**config.mk**
```make
export PLATFORM = sky130hd
export DESIGN_NAME = btn_conditioner
export DESIGN_NICKNAME = d
export VERILOG_FILES = /design/src/rtl/btn_pkg.sv /design/src/rtl/btn_channel.sv /design/src/rtl/btn_conditioner.sv
export SDC_FILE = /design/constraint.sdc
export NUM_CORES = 1
export LEC_CHECK = 0
export ABC_CLOCK_PERIOD_IN_PS = 3200
export CORE_ASPECT_RATIO = 0.6
export CORE_UTILIZATION = 40
export DETAILED_ROUTE_END_ITERATION = 12
export PLACE_DENSITY = 0.67
export SLEW_MARGIN = 20
export SYNTH_ARGS = -nofsm -noshare
export SYNTH_HDL_FRONTEND = slang
export SYNTH_SLANG_ARGS = --single-unit
```
**constraint.sdc**
```tcl
create_clock -name clk -period 3.2 [get_ports clk]
set_input_delay 0.64 -clock clk [delete_from_list [all_inputs] [get_ports clk]]
set_output_delay 0.64 -clock clk [all_outputs]
set_load 0.05 [all_outputs]
```
**src/rtl/btn_pkg.sv**
```systemverilog
// rtl/btn_pkg.sv - shared types and default timing for the button conditioner
package btn_pkg;

    typedef enum logic [1:0] {REL, PRS, HOLD} press_st_t;

    localparam int DEF_NCH           = 5;
    localparam int DEF_N             = 20;
    localparam int DEF_LONG_CYCLES   = 2**26;
    localparam int DEF_REPEAT_CYCLES = 2**23;

    // Hold timer only ever counts up to the larger interval minus one.
    function automatic int tmr_width(input int long_cycles, input int repeat_cycles);
        int m;
        m = (long_cycles > repeat_cycles) ? long_cycles : repeat_cycles;
        return (m <= 1) ? 1 : $clog2(m);
    endfunction

endpackage

```
**src/rtl/btn_channel.sv**
```systemverilog
// rtl/btn_channel.sv - one button: 2-flop sync, counter debounce, press/hold FSM
module btn_channel
    import btn_pkg::*;
#(
    parameter int N             = DEF_N,
    parameter int LONG_CYCLES   = DEF_LONG_CYCLES,
    parameter int REPEAT_CYCLES = DEF_REPEAT_CYCLES
) (
    input  logic clk,
    input  logic reset,
    input  logic in_btn,
    output logic out_btn,
    output logic rise_o,
    output logic fall_o,
    output logic long_o,
    output logic rpt_o
);

    localparam int DEB = 2**(N-1);
    localparam int TW  = tmr_width(LONG_CYCLES, REPEAT_CYCLES);
    localparam logic [N-1:0]  CNT_LAST  = N'(DEB - 1);
    localparam logic [TW-1:0] LONG_LAST = TW'(LONG_CYCLES - 1);
    localparam logic [TW-1:0] RPT_LAST  = TW'(REPEAT_CYCLES - 1);

    logic          sync_q;
    logic          sy;
    logic [N-1:0]  cnt;
    logic          flip;
    logic          rise_ev;
    logic          fall_ev;

    press_st_t     state;
    press_st_t     state_nxt;
    logic [TW-1:0] tmr;
    logic [TW-1:0] tmr_nxt;
    logic          rpt_q;
    logic          rpt_nxt;

    // flip is the edge on which the filtered level is about to change
    assign flip    = (sy != out_btn) && (cnt == CNT_LAST);
    assign rise_ev = flip & sy;
    assign fall_ev = flip & ~sy;

    always_ff @(posedge clk or negedge reset) begin
        if (!reset) begin
            sync_q  <= 1'b0;
            sy      <= 1'b0;
            cnt     <= '0;
            out_btn <= 1'b0;
            rise_o  <= 1'b0;
            fall_o  <= 1'b0;
        end else begin
            sync_q  <= in_btn;
            sy      <= sync_q;
            rise_o  <= rise_ev;
            fall_o  <= fall_ev;
            if (sy == out_btn) begin
                cnt <= '0;
            end else if (flip) begin
                out_btn <= sy;
                cnt     <= '0;
            end else begin
                cnt <= cnt + 1'b1;
            end
        end
    end

    always_ff @(posedge clk or negedge reset) begin
        if (!reset) begin
            state <= REL;
            tmr   <= '0;
            rpt_q <= 1'b0;
        end else begin
            state <= state_nxt;
            tmr   <= tmr_nxt;
            rpt_q <= rpt_nxt;
        end
    end

    // A debounced release wins over any long/repeat event on the same edge.
    always_comb begin
        state_nxt = state;
        tmr_nxt   = tmr;
        rpt_nxt   = 1'b0;
        if (fall_ev) begin
            state_nxt = REL;
            tmr_nxt   = '0;
        end else begin
            case (state)
                REL: begin
                    if (rise_ev) begin
                        state_nxt = PRS;
                        tmr_nxt   = '0;
                    end
                end
                PRS: begin
                    if (tmr == LONG_LAST) begin
                        state_nxt = HOLD;
                        rpt_nxt   = 1'b1;
                        tmr_nxt   = '0;
                    end else begin
                        tmr_nxt = tmr + 1'b1;
                    end
                end
                HOLD: begin
                    if (tmr == RPT_LAST) begin
                        rpt_nxt = 1'b1;
                        tmr_nxt = '0;
                    end else begin
                        tmr_nxt = tmr + 1'b1;
                    end
                end
                default: begin
                    state_nxt = REL;
                    tmr_nxt   = '0;
                end
            endcase
        end
    end

    always_comb begin
        long_o = 1'b0;
        rpt_o  = rpt_q;
        if (state == HOLD) begin
            long_o = 1'b1;
        end
    end

endmodule

```
**src/rtl/btn_conditioner.sv**
```systemverilog
// rtl/btn_conditioner.sv - NCH independent button channels side by side
module btn_conditioner
    import btn_pkg::*;
#(
    parameter int NCH           = DEF_NCH,
    parameter int N             = DEF_N,
    parameter int LONG_CYCLES   = DEF_LONG_CYCLES,
    parameter int REPEAT_CYCLES = DEF_REPEAT_CYCLES
) (
    input  logic           clk,
    input  logic           reset,
    input  logic [NCH-1:0] in_btn,
    output logic [NCH-1:0] out_btn,
    output logic [NCH-1:0] rise_o,
    output logic [NCH-1:0] fall_o,
    output logic [NCH-1:0] long_o,
    output logic [NCH-1:0] rpt_o
);

    for (genvar c = 0; c < NCH; c++) begin : g_ch
        btn_channel #(
            .N             (N),
            .LONG_CYCLES   (LONG_CYCLES),
            .REPEAT_CYCLES (REPEAT_CYCLES)
        ) u_ch (
            .clk     (clk),
            .reset   (reset),
            .in_btn  (in_btn[c]),
            .out_btn (out_btn[c]),
            .rise_o  (rise_o[c]),
            .fall_o  (fall_o[c]),
            .long_o  (long_o[c]),
            .rpt_o   (rpt_o[c])
        );
    end

endmodule

```
# Word level (Yosys, flattened, before mapping)
# Index checks and enable logic that the tools add are counted.
dict set report op_classes {
  eq_ne 50
  addsub 10
  bitwise 20
  n_mux 80
  reduce_logical 20
}
# op count
set ops {}
lappend ops {{$mux W26} 20}
lappend ops {{$pmux W26 S3} 5}
lappend ops {{$mux W20} 10}
lappend ops {{$add A26 B1 Y26 const B} 5}
lappend ops {{$eq A26 B23 Y1 const B} 5}
lappend ops {{$eq A26 B26 Y1 const B} 5}
lappend ops {{$add A20 B1 Y20 const B} 5}
lappend ops {{$eq A20 B19 Y1 const B} 5}
lappend ops {{$mux W2} 15}
lappend ops {{$ne A3 B1 Y1 const B} 10}
lappend ops {{$pmux W2 S3} 5}
lappend ops {{$mux W1} 20}
lappend ops {{$reduce_and A3 Y1} 5}
lappend ops {{$and A1 B1 Y1} 10}
lappend ops {{$eq A2 B1 Y1 const B} 5}
lappend ops {{$eq A2 B2 Y1 const B} 5}
lappend ops {{$logic_not A2 Y1} 5}
lappend ops {{$ne A2 B1 Y1 const B} 5}
lappend ops {{$not A1 Y1} 10}
lappend ops {{$pmux W1 S2} 5}
lappend ops {{$reduce_and A2 Y1} 5}
lappend ops {{$eq A1 B1 Y1} 5}
lappend ops {{$logic_and A1 B1 Y1} 5}
lappend ops {{$ne A1 B1 Y1} 5}
dict set report totals {
  ff_bits 270
}

# Depth between registers and ports, before layout
dict set report depth {
  depth_word 6
  ltp_mapped 10
  mapped_depth_nobuf 7
}

# Modules after synthesis
# A second synthesis with hierarchy kept.
dict set report unflattened {
  cells_unflattened 1586
  hier_area_um2 15021.9
}
# module area_per_inst_um2 instances seq_area_each_um2 cells_each
set modules_own_cells {}
lappend modules_own_cells {{btn_channel at g_ch[0].u_ch ...} 3085.5 3 1351.3 331}
lappend modules_own_cells {{btn_channel at g_ch[4].u_ch} 2927.8 1 1351.3 298}
lappend modules_own_cells {{btn_channel at g_ch[1].u_ch} 2837.7 1 1351.3 295}

# Least setup slack after synthesis
# OpenSTA, ideal clock, no wires.
dict set report synth_path {
  path_kind {flip-flop to flip-flop}
  startpoint {register g_ch[2].u_ch.cnt[0]}
  endpoint {register g_ch[2].u_ch.tmr[9]}
  setup_ns 0.069
  path_stages_with_launch 9
  required_ns 3.131
  synth_period_minus_slack_ns 2.679
  setup_slack_ns 0.521
  arrival_time_ns 2.610
  path_buffers 1
  cell_sequence {dfrtp_1 > ha_1 > and4_1 > or4b_1 > clkbuf_1 > o41a_1 > a211o_1 > or4_1 > nand3_1}
}
dict set report synth_between {
  elab_chain_len 4
  elab_cells_between_ends 6
}
# item line_no
set synth_lines {}
lappend synth_lines {{start, declared} btn_channel.sv:27} ;# logic [N-1:0] cnt;
lappend synth_lines {{start signal, assigned} btn_channel.sv:63} ;# cnt <= cnt + 1'b1;
lappend synth_lines {{$eq A20 B19 Y1 *} btn_channel.sv:40} ;# assign flip = (sy != out_btn) && (cnt == CNT_LAST);
lappend synth_lines {{$logic_and A1 B1 Y1 *} btn_channel.sv:40}
lappend synth_lines {{$and A1 B1 Y1, on equally long branches} {btn_channel.sv:42, btn_channel.sv:41}}
lappend synth_lines {{$ne A3 B1 Y1 (no line) or $mux W26 (tied branches)} -}
lappend synth_lines {{end signal, assigned} btn_channel.sv:75} ;# tmr <= tmr_nxt;
lappend synth_lines {{end, declared} btn_channel.sv:34} ;# logic [TW-1:0] tmr;
# Every way passes the cells marked *; elsewhere a longest branch is shown, timed or not.
# A chain may end at the register's enable or synchronous reset.

# Worst setup path in the final report
dict set report layout_path {
  startpoint {register g_ch[2].u_ch.cnt[0]}
  endpoint {register g_ch[2].u_ch.tmr[18]}
}
# The elaborated chain is that of the path after synthesis.

==> metrics.md <==
| Metric | Value |
|---|---|
| Buffers & Inverters on Critical Path | 1 |
| First-pass GRT wire length | 51500 um |
| Levels on crit path | 8 |
| EDFF count, synth | 0 |
| Capturing point of the worst reg2reg path | g_ch[2].u_ch.tmr[18]$_DFFE_PN0P_ |
| GRT Overall Usage | 0.169 |
| RR Startpoint | g_ch[2].u_ch.cnt[0]$_DFF_PN0_ |
| # diodes | 0 |
| # fillers | 3154 |
| Post-Place Cells | 1948 |
| Post-CTS sizing | 0 |
| Final hold slack | 0.0375 ns |
| H-tree depth | 1 |
| Achievable clock frequency | 0.341 GHz |
| Setup bufs post-CTS | 0 |
| PnR worst setup slack | 0.271 ns |
| CP delay by family, top | simple AND/OR/NAND/NOR gates |
| Num rows | 52 |
| Number of global-route vias before repair | 10400 |
| CP max FO | 9 |
| Final HPWL DP | 20100 um |
| Worst setup EP type | flop |
| Max Cap Viol | 0 |
| Pin count of the biggest net entering global routing | 67 |
| Post-synth top area share | 0.481 |
| Worst hold path type | in2async |
| Clock Latency Late Sink | 0.54 ns |
| CP cell instances | ha_1 > and4_1 > or4b_1 > o41a_1 > a211o_1 > buf_4 > or3_1 > nand3_1 |
| Cts bufs inserted | 27 |
| CP Launch Type | flop |
| Worst slew margin | 0.415 |
| Area grow syn2layout | 12.2% |
| GRT Residual Overflow | 0 |
| Synth unique cells | 62 |
| Leak Pwr | 6.58 nW |
| Clock-pin transition on the worst setup and hold timing paths | 0.06 ns |
| DR iter-0 viols | 976 |
| # IOs | 32 |
| Final setup fails | 0 |
| Die area | 35900 um^2 |
| Die X | 244 um |
| Core box area | 34200 um^2 |
| Net count after synthesis | 1536 |
| Port Buffer Count | 31 |
| VDD IR max | 0.328 mV |
| Fraction of layout cells with a size suffix above 1 | 0.0625 |
| Register area share after synthesis | 0.481 |
| Status | finished, final reports clean |
| Routed WL | 29700 um |
| Area contributors post-synth | dfrtp_1 48%, nor2_1 5.3%, nand3_1 4.8% |
| Routed via count | 10900 |
| RePlAce Congestion | 0.818 |
| Die Height | 147 um |
| Pint | 0.00543 W |
| Hold Vio Cnt, Final | 0 |
| Sw frac | 0.211 |
| WP data required | 3.67 ns |
| Warnings, synthesis | 0 |
| Initial Util | 0.411 |
| Sw Pwr | 0.00145 W |
| R2R setup slack | 0.27 ns |
| Initial antenna violation count | 0 |
| Register bit total from synthesis | 270 |
| Most numerous cell in the Yosys netlist | dfrtp_1 |
| Tcrit/Tclk final | 0.915 |
| Post-Syn Instances | 1499 |
| Post-synth ARST share | 1.00 |
| Largest stage delay, worst path | 0.57 ns |
| Layout Cells excl Fill | 1994 |
| Syn Area/Cell | 9.37 um^2 |
| FF-to-FF path depth | 8 |
| DR pass1 iterations | 5 |
| Part of the power in registers | 0.502 |
| Power share of the combinational group | 0.020 |
| Final Net Count | 1555 |
| Slowest CP cell | or4b_1 |
| Worst Max-Slew Pin Slew | 0.877 ns |
| CTS tree | built |
| Pwr dens | 437 nW/um^2 |
| Clk sinks | 270 |
| # hold bufs at CTS | 0 |
| Slew Limit Fails | 0 |
| Post-DRT Antenna Nets | 0 |
| DR DRC count | 0 |
| Clock skew | 0.00912 ns |
| Sum Neg Setup Slack | 0 ns |
| Post-Syn Area | 14000 um^2 |
| WP data arrival | 3.40 ns |
| Vias per cell | 5.45 |
| Post-synth top area cell | dfrtp_1 |
| Placement Setup Slack | 0.273 ns |
| Drt wl/cell | 14.9 um |
| Clk root buf | clkbuf_16 |
| Min cycle time layout | 2.93 ns |
| RSZ-0062 raised after global routing | false |
| Post-synth top cells | 270 x dfrtp_1, 199 x nor2_1, 142 x nand2_1 |
| Primary FF master, synth | dfrtp_1 |
| Clock power share | 0.478 |
| Clk buf depth | 3 |
| Kind of critical path | reg2reg |
-- metrics by stage --
stage / instance area [um^2] / util / total power (W)
5_1_grt: 15800 / 0.461 / 0.00715
4_1_cts: 15800 / 0.461 / 0.00700
6_report: 15800 / 0.461 / 0.00689
3_5_place_dp: 14800 / 0.435 / 0.00366
2_1_floorplan: 14000 / - / 0.00356
3_3_place_gp: 14800 / 0.435 / 0.00366
-- worst max-delay path by stage --
stage / start / to / slack [ns]
2_1_floorplan: g_ch[2].u_ch.cnt[0]$_DFF_PN0_ / g_ch[2].u_ch.tmr[9]$_DFFE_PN0P_ / 0.52
3_3_place_gp: g_ch[2].u_ch.cnt[0]$_DFF_PN0_ / g_ch[2].u_ch.tmr[14]$_DFFE_PN0P_ / 0.34
3_5_place_dp: g_ch[0].u_ch.tmr[0]$_DFFE_PN0P_ / g_ch[0].u_ch.tmr[15]$_DFFE_PN0P_ / 0.27
4_1_cts: g_ch[0].u_ch.tmr[0]$_DFFE_PN0P_ / g_ch[0].u_ch.tmr[15]$_DFFE_PN0P_ / 0.24
5_1_grt: g_ch[2].u_ch.tmr[4]$_DFFE_PN0P_ / g_ch[2].u_ch.tmr[2]$_DFFE_PN0P_ / 0.09
6_report: g_ch[2].u_ch.cnt[0]$_DFF_PN0_ / g_ch[2].u_ch.tmr[18]$_DFFE_PN0P_ / 0.27
-- cell usage in the layout, fill, tap and decap left out, types with 30 or more instances in the layout --
master           Yosys  routed
dfrtp_1            270     270
nand3_1            136     136
xor2_1              64      64
xnor2_1             63      63
or3_1               33      33
nand2_1            142     142
nor2_1             199     199
and3_1              32      32
clkdlybuf4s50_1      0      30
o21ai_0             37      37
ha_1                30      30
nor3_1              44      44
nand4_1             61      61
buf_4               25      31
inv_1               42      42
-- routing by layer --
| layer | up-vias | GRT usage | routed length, um |
|---|---|---|---|
| met4 | 0 | 0.0319 | 444 |
| met1 | 5249 | 0.266 | 15600 |
| met3 | 34 | 0.0316 | 1540 |
| met2 | 215 | 0.241 | 12100 |
| li1 | 5370 | - | - |
| met5 | - | 0 | 0 |
-- layout make-up --
type                            instances  area (um^2)  share of cell area
Multi-Input combinational cell       1113         6780               0.430
Sequential cell                       270         6760               0.429
Clock buffer                           40          805              0.0510
Timing Repair Buffer                   64          588              0.0373
Tap cell                              459          574              0.0364
Inverter                               42          158              0.0100
Clock inverter                          6          105             0.00667
-- logic make-up (layout without fill, tap and decap cells) --
family,after synthesis,count (layout),synth area share
AND/OR/NAND/NOR,759,759,0.270
flip-flops,270,270,0.481
AO/OA/AOI/OAI,189,189,0.0997
XOR/XNOR,127,127,0.0792
buffers and inverters,116,152,0.0378
adder cells (fa/ha/maj),30,30,0.0267
multiplexers,8,8,0.00606
-- power by group through the flow --
stage | logic (W) | clock network (W) | registers, W
2_1_floorplan | 0.0000458 | 0 | 0.00351
3_3_place_gp | 0.000141 | 0 | 0.00352
3_5_place_dp | 0.000144 | 0 | 0.00352
4_1_cts | 0.000145 | 0.00340 | 0.00345
5_1_grt | 0.000163 | 0.00353 | 0.00345
6_report | 0.000137 | 0.00329 | 0.00345
-- state kept, by name (all words and copies together), names as in the netlist --
signal / flops
g_ch.u_ch.cnt: 100
g_ch.u_ch.rise_o: 5
g_ch.u_ch.out_btn: 5
g_ch.u_ch.fall_o: 5
g_ch.u_ch.sy: 5
g_ch.u_ch.sync_q: 5
g_ch.u_ch.rpt_o: 5
g_ch.u_ch.tmr: 130
g_ch.u_ch.state: 10
Note: power is estimated with default switching activity, not from simulation.
